<file path="config.mk">
export PLATFORM = sky130hd
export DESIGN_NAME = speed_selector
export DESIGN_NICKNAME = d
export VERILOG_FILES = /design/src/rtl/speed_selector.sv
export SDC_FILE = /design/constraint.sdc
export NUM_CORES = 1
export LEC_CHECK = 0
export CELL_PAD_IN_SITES_DETAIL_PLACEMENT = 0
export CELL_PAD_IN_SITES_GLOBAL_PLACEMENT = 1
export CORE_MARGIN = 2
export CORE_UTILIZATION = 35
export CTS_BUF_LIST = sky130_fd_sc_hd__clkbuf_16
export CTS_CLUSTER_SIZE = 24
export DETAILED_ROUTE_END_ITERATION = 16
export PLACE_DENSITY = 0.68
export SETUP_SLACK_MARGIN = 0.4
export SLEW_MARGIN = 20
export SYNTH_ARGS = -nofsm -noshare
export SYNTH_HDL_FRONTEND = slang
export SYNTH_SLANG_ARGS = --single-unit
</file>
<file path="constraint.sdc">
create_clock -name clock -period 3.5 [get_ports clock]
set_input_delay 0.875 -clock clock [delete_from_list [all_inputs] [get_ports clock]]
set_output_delay 0.875 -clock clock [all_outputs]
set_load 0.05 [all_outputs]
</file>
<file path="src/rtl/speed_selector.sv">
// Pushbutton front end for the PWM generator: synchronises and debounces up/down/stop,
// holds a saturating target speed and ramps the output speed one step at a time toward it.
module speed_selector #(
    parameter int DEBOUNCE_CYCLES = 16,
    parameter int RAMP_CYCLES     = 32
) (
    input  logic       clock,
    input  logic       reset_n,
    input  logic       btn_up,
    input  logic       btn_down,
    input  logic       btn_stop,
    output logic [2:0] speed,
    output logic [2:0] target,
    output logic       busy
);

    localparam int DW = (DEBOUNCE_CYCLES > 1) ? $clog2(DEBOUNCE_CYCLES) : 1;
    localparam int TW = (RAMP_CYCLES > 1) ? $clog2(RAMP_CYCLES) : 1;
    localparam logic [DW-1:0] DB_LAST   = DW'(DEBOUNCE_CYCLES - 1);
    localparam logic [TW-1:0] TICK_LAST = TW'(RAMP_CYCLES - 1);
    localparam int UP = 0;
    localparam int DN = 1;
    localparam int ST = 2;

    typedef enum logic {IDLE, RAMP} ramp_state_e;
    ramp_state_e ramp_state;

    logic [2:0]    btn_raw;
    logic [2:0]    sync1_q, sync2_q;
    logic [2:0]    stable_q, stable_d, stable_dly_q;
    logic [2:0]    press;
    logic [DW-1:0] db_cnt_q [3];
    logic [DW-1:0] db_cnt_d [3];
    logic [2:0]    speed_q, speed_d, target_q, target_d;
    logic [TW-1:0] tick_q, tick_d;

    assign btn_raw = {btn_stop, btn_down, btn_up};

    always_ff @(posedge clock or negedge reset_n) begin
        if (!reset_n) begin
            sync1_q      <= '0;
            sync2_q      <= '0;
            stable_q     <= '0;
            stable_dly_q <= '0;
            for (int i = 0; i < 3; i++) db_cnt_q[i] <= '0;
            speed_q      <= '0;
            target_q     <= '0;
            tick_q       <= '0;
        end else begin
            sync1_q      <= btn_raw;
            sync2_q      <= sync1_q;
            stable_q     <= stable_d;
            stable_dly_q <= stable_q;
            for (int i = 0; i < 3; i++) db_cnt_q[i] <= db_cnt_d[i];
            speed_q      <= speed_d;
            target_q     <= target_d;
            tick_q       <= tick_d;
        end
    end

    // Any sample that agrees with the debounced level restarts that button's count.
    always_comb begin
        stable_d = stable_q;
        for (int i = 0; i < 3; i++) begin
            db_cnt_d[i] = '0;
            if (sync2_q[i] != stable_q[i]) begin
                if (db_cnt_q[i] == DB_LAST) stable_d[i] = sync2_q[i];
                else                        db_cnt_d[i] = db_cnt_q[i] + 1'b1;
            end
        end
    end

    assign press      = stable_q & ~stable_dly_q;
    assign ramp_state = (speed_q == target_q) ? IDLE : RAMP;

    // The step direction uses the target written on the same edge, so speed cannot overshoot.
    always_comb begin
        target_d = target_q;
        speed_d  = speed_q;
        tick_d   = tick_q;
        if (press[ST]) begin
            target_d = '0;
            speed_d  = '0;
            tick_d   = '0;
        end else begin
            if (press[UP] && !press[DN] && target_q != 3'd7)
                target_d = target_q + 3'd1;
            else if (press[DN] && !press[UP] && target_q != 3'd0)
                target_d = target_q - 3'd1;

            if (ramp_state == IDLE || target_d == speed_q) begin
                tick_d = '0;
            end else if (tick_q == TICK_LAST) begin
                tick_d  = '0;
                speed_d = (target_d > speed_q) ? speed_q + 3'd1 : speed_q - 3'd1;
            end else begin
                tick_d = tick_q + 1'b1;
            end
        end
    end

    assign speed  = speed_q;
    assign target = target_q;
    assign busy   = (ramp_state == RAMP);

endmodule

</file>
==> flow_summary.json <==
{
  "htree_levels": 2,
  "layoutNonFillerInstCount": 225,
  "p_seq_share_pct": 41.1,
  "arrival_ps": 3070,
  "dp_cells": 215,
  "dp_hpwl_um": 2060,
  "path_cells": "inv_1 -> ha_1 -> nand2b_1 -> and3_1 -> o21a_1 -> or2_1 -> ha_1 -> and3_4 -> a21oi_1 -> fa_1 -> and3_1 -> o21bai_1 -> mux2i_1",
  "end_kind": "register",
  "synth_cell_types": 29,
  "yosysWarnings": 0,
  "yosysMostFrequentCell": "dfrtp_1",
  "use_met1_pct": 14.72,
  "fin_area_um2": 2019,
  "cts_buffer_depth": 2,
  "status": "finished, final reports clean",
  "placed_cell_area_um2": 1849,
  "p_comb_share_pct": 24.2,
  "synth_top_family_by_area": "simple AND/OR/NAND/NOR gates",
  "finalHoldViolCount": 0,
  "syn_area_um2": 1664,
  "p_int_mw": 0.8344,
  "vias_per_cell": 5.004,
  "chipWidth_um": 72.96,
  "synth-xor-area-share_pct": 6.842,
  "regArea_um2": 877.1,
  "synth_fa_ha_area_share_pct": 10.23,
  "worstSetupStartpointType": "register",
  "rows": 25,
  "synth_seq_area_share_pct": 52.63,
  "multiInputGateArea_um2": 760.7,
  "min_period_over_period_pct": 81.98,
  "syn_inst": 149,
  "switching_share_pct": 29.43,
  "ff2ff_setup_slack_ps": 630,
  "path_clk_slew_ps": 50,
  "ir_drop_v": 0.0002472,
  "track_usage_pct": 12.84,
  "crit_required_ps": 3700,
  "grt_use_met2_pct": 20.40,
  "cts_inserted_buffers": 5,
  "synth_enable_flop_cells": 0,
  "setup_tns_ps": 0,
  "setup_viol": 0,
  "insertion_delay_ps": 270,
  "start_util_pct": 35.70,
  "cts_tree": "yes",
  "skew_ps": 4.981,
  "num_antenna_cells": 0,
  "syn-mean-instance-area_um2": 11.17,
  "grt_use_met3_pct": 3.729,
  "gp_congestion": 0.7767,
  "drive_gt1_share_pct": 9.942,
  "worst_path_max_delay_cell": "dfrtp_2",
  "synth_top_area_cell": "dfrtp_1",
  "synth_top_area_share_pct": 52.63,
  "rsz0062_at_grt": "false",
  "p_leak_nw": 0.9123,
  "drt.antenna.violating_nets": 0,
  "busiest_layer": "met2",
  "die-area_um2": 5322,
  "min_period_ps": 2869,
  "switchingPower_mw": 0.3479,
  "relSlewSlack_pct": 67.05,
  "vias": 1126,
  "worst_slew_pin_slew_ps": 492.8,
  "avgRoutedWirePerCell_um": 12.48,
  "maxCapViolations": 0,
  "cts_sinks": 35,
  "drtPass1Iterations": 4,
  "core-area_um2": 4661,
  "syn2layout_area_growth_pct": 21.35,
  "clockPowerShare_pct": 34.7,
  "grt_pass1_wl_um": 5119,
  "ys_top_cells_by_area": "dfrtp_1 53%, ha_1 9.0%, xnor2_1 5.8%, a21oi_1 3.6%, inv_1 2.5%",
  "synth_flop_cell": "dfrtp_1",
  "slowest_delay_ps": 430,
  "total_power_mw": 1.182,
  "drt-initial-drc-count": 44,
  "drc": 0,
  "max_clock_freq_mhz": 348.5,
  "synth_commonest_cells": "35 x dfrtp_1, 12 x a21oi_1, 12 x ha_1",
  "fill_cells": 431,
  "port_buffers": 11,
  "synth-simple-area-share_pct": 17.14,
  "yosys-mux-area-fraction_pct": 2.632,
  "overflow": 0,
  "synthesis.nets": 167,
  "io_pins": 12,
  "grt_antenna_before_repair": 0,
  "drt-total-wl_um": 2807,
  "timing.critical_path.fanout_max": 5,
  "slew_violations": 0,
  "grt_max_degree": 36,
  "min-delay-path-class": "reg -> reg",
  "ys_ff_latch": 35,
  "crit_type": "reg -> reg",
  "chipHeight_um": 72.96,
  "nets": 188,
  "async_flop_share_pct": 100.0,
  "synth-compound-area-share_pct": 8.045,
  "ctsRootBufferMaster": "clkbuf_16",
  "grt_pass1_vias": 1212,
  "power.density_nw_per_um2": 585.5
}
## per-layer routing
metal | wire length, um | vias up
met1 | 1287 | 544
met4 | 57 | 0
li1 | - | 559
met3 | 100 | 5
met2 | 1362 | 18
met5 | 0 | -
## final timing paths
check | from | end | cells past startpoint
hold / removal | sync1_q[0] | sync2_q[0] | 0
hold reg to reg | sync1_q[0] | sync2_q[0] | 0
setup / recovery | target[0] | speed[2] | 13
min in group asynchronous | reset_n | tick_q[3] | 2
max in group asynchronous | reset_n | target[0] | 2
setup reg to reg | target[0] | speed[2] | 13
## registers in the layout (all words and copies together) (netlist names)
signal and flops:
db_cnt_q 12, tick_q 5, speed 3, stable_dly_q 3
stable_q 3, sync1_q 3, sync2_q 3, target 3
## critical path, delay by kind of cell, from the launching register on
kind / cells / cell delay, ps
AOI/OAI and AO/OA: 3 / 390
and+or+nand+nor: 5 / 880
buffers and inverters: 1 / 90
DFF: 1 / 430
adders and majority gates: 3 / 820
muxes: 1 / 200
## logic make-up (layout without fill, tap and decap cells)
| logic type | after synthesis | count (layout) |
|---|---|---|
| AND/OR/NAND/NOR | 50 | 50 |
| adder cells (fa/ha/maj) | 13 | 13 |
| flip-flops | 35 | 35 |
| XOR/XNOR | 13 | 13 |
| multiplexers | 4 | 4 |
| AO/OA/AOI/OAI | 23 | 23 |
| buffers and inverters | 11 | 33 |
## through the flow
| stage | util [%] | worst slack [ps] | hold WS (ps) |
|---|---|---|---|
| 5_1_grt | 43.33 | 403.4 | 352.3 |
| 4_1_cts | 42.68 | 519.6 | 346.5 |
| 2_1_floorplan | - | 471.9 | 331.2 |
| 6_report | 43.33 | 630.6 | 344.8 |
| 3_3_place_gp | 39.68 | 597.3 | 332.8 |
| 3_5_place_dp | 39.68 | 551.6 | 334.7 |
## area by class of cell
class / count / share of cell area (%)
repair buffers: 14 / 6.568
well taps: 54 / 3.346
multi-input cells: 103 / 37.67
inverters: 11 / 2.045
flip-flops and latches: 35 / 43.43
clock inverters: 3 / 0.7435
clock buffers: 5 / 6.196
## cell usage in the layout, fill, tap and decap left out, types with 2 or more instances in the layout
master | netlist | final
and3_1 | 6 | 5
nand3_1 | 6 | 6
clkinv_1 | 0 | 2
nor2b_1 | 6 | 6
inv_1 | 11 | 11
nand4_1 | 2 | 2
nand4b_1 | 3 | 3
nand2_1 | 4 | 4
clkbuf_16 | 0 | 5
a31oi_1 | 3 | 3
a21oi_1 | 12 | 11
xor2_1 | 2 | 2
nor2_1 | 6 | 6
xnor2_1 | 11 | 11
clkdlybuf4s50_1 | 0 | 11
ha_1 | 12 | 12
mux2_2 | 3 | 3
nor3b_1 | 3 | 3
dfrtp_1 | 35 | 34
nor3_1 | 6 | 5
buf_4 | 0 | 3
nand2b_1 | 4 | 4
o21ai_0 | 4 | 4
## power groups by stage
stage	clock network [mW]	logic, mW	registers, mW
floorplan	0	0.172	0.509
global placement	0	0.255	0.493
detailed placement	0	0.268	0.497
CTS	0.424	0.270	0.490
global route	0.447	0.326	0.492
finish	0.410	0.286	0.486
## what timing repair did
item,CTS,global route
setup buffers,0,2
gates resized for setup,0,4
hold buffers,0,0
setup endpoints to repair,0,2
(Power assumes the default switching activity.)
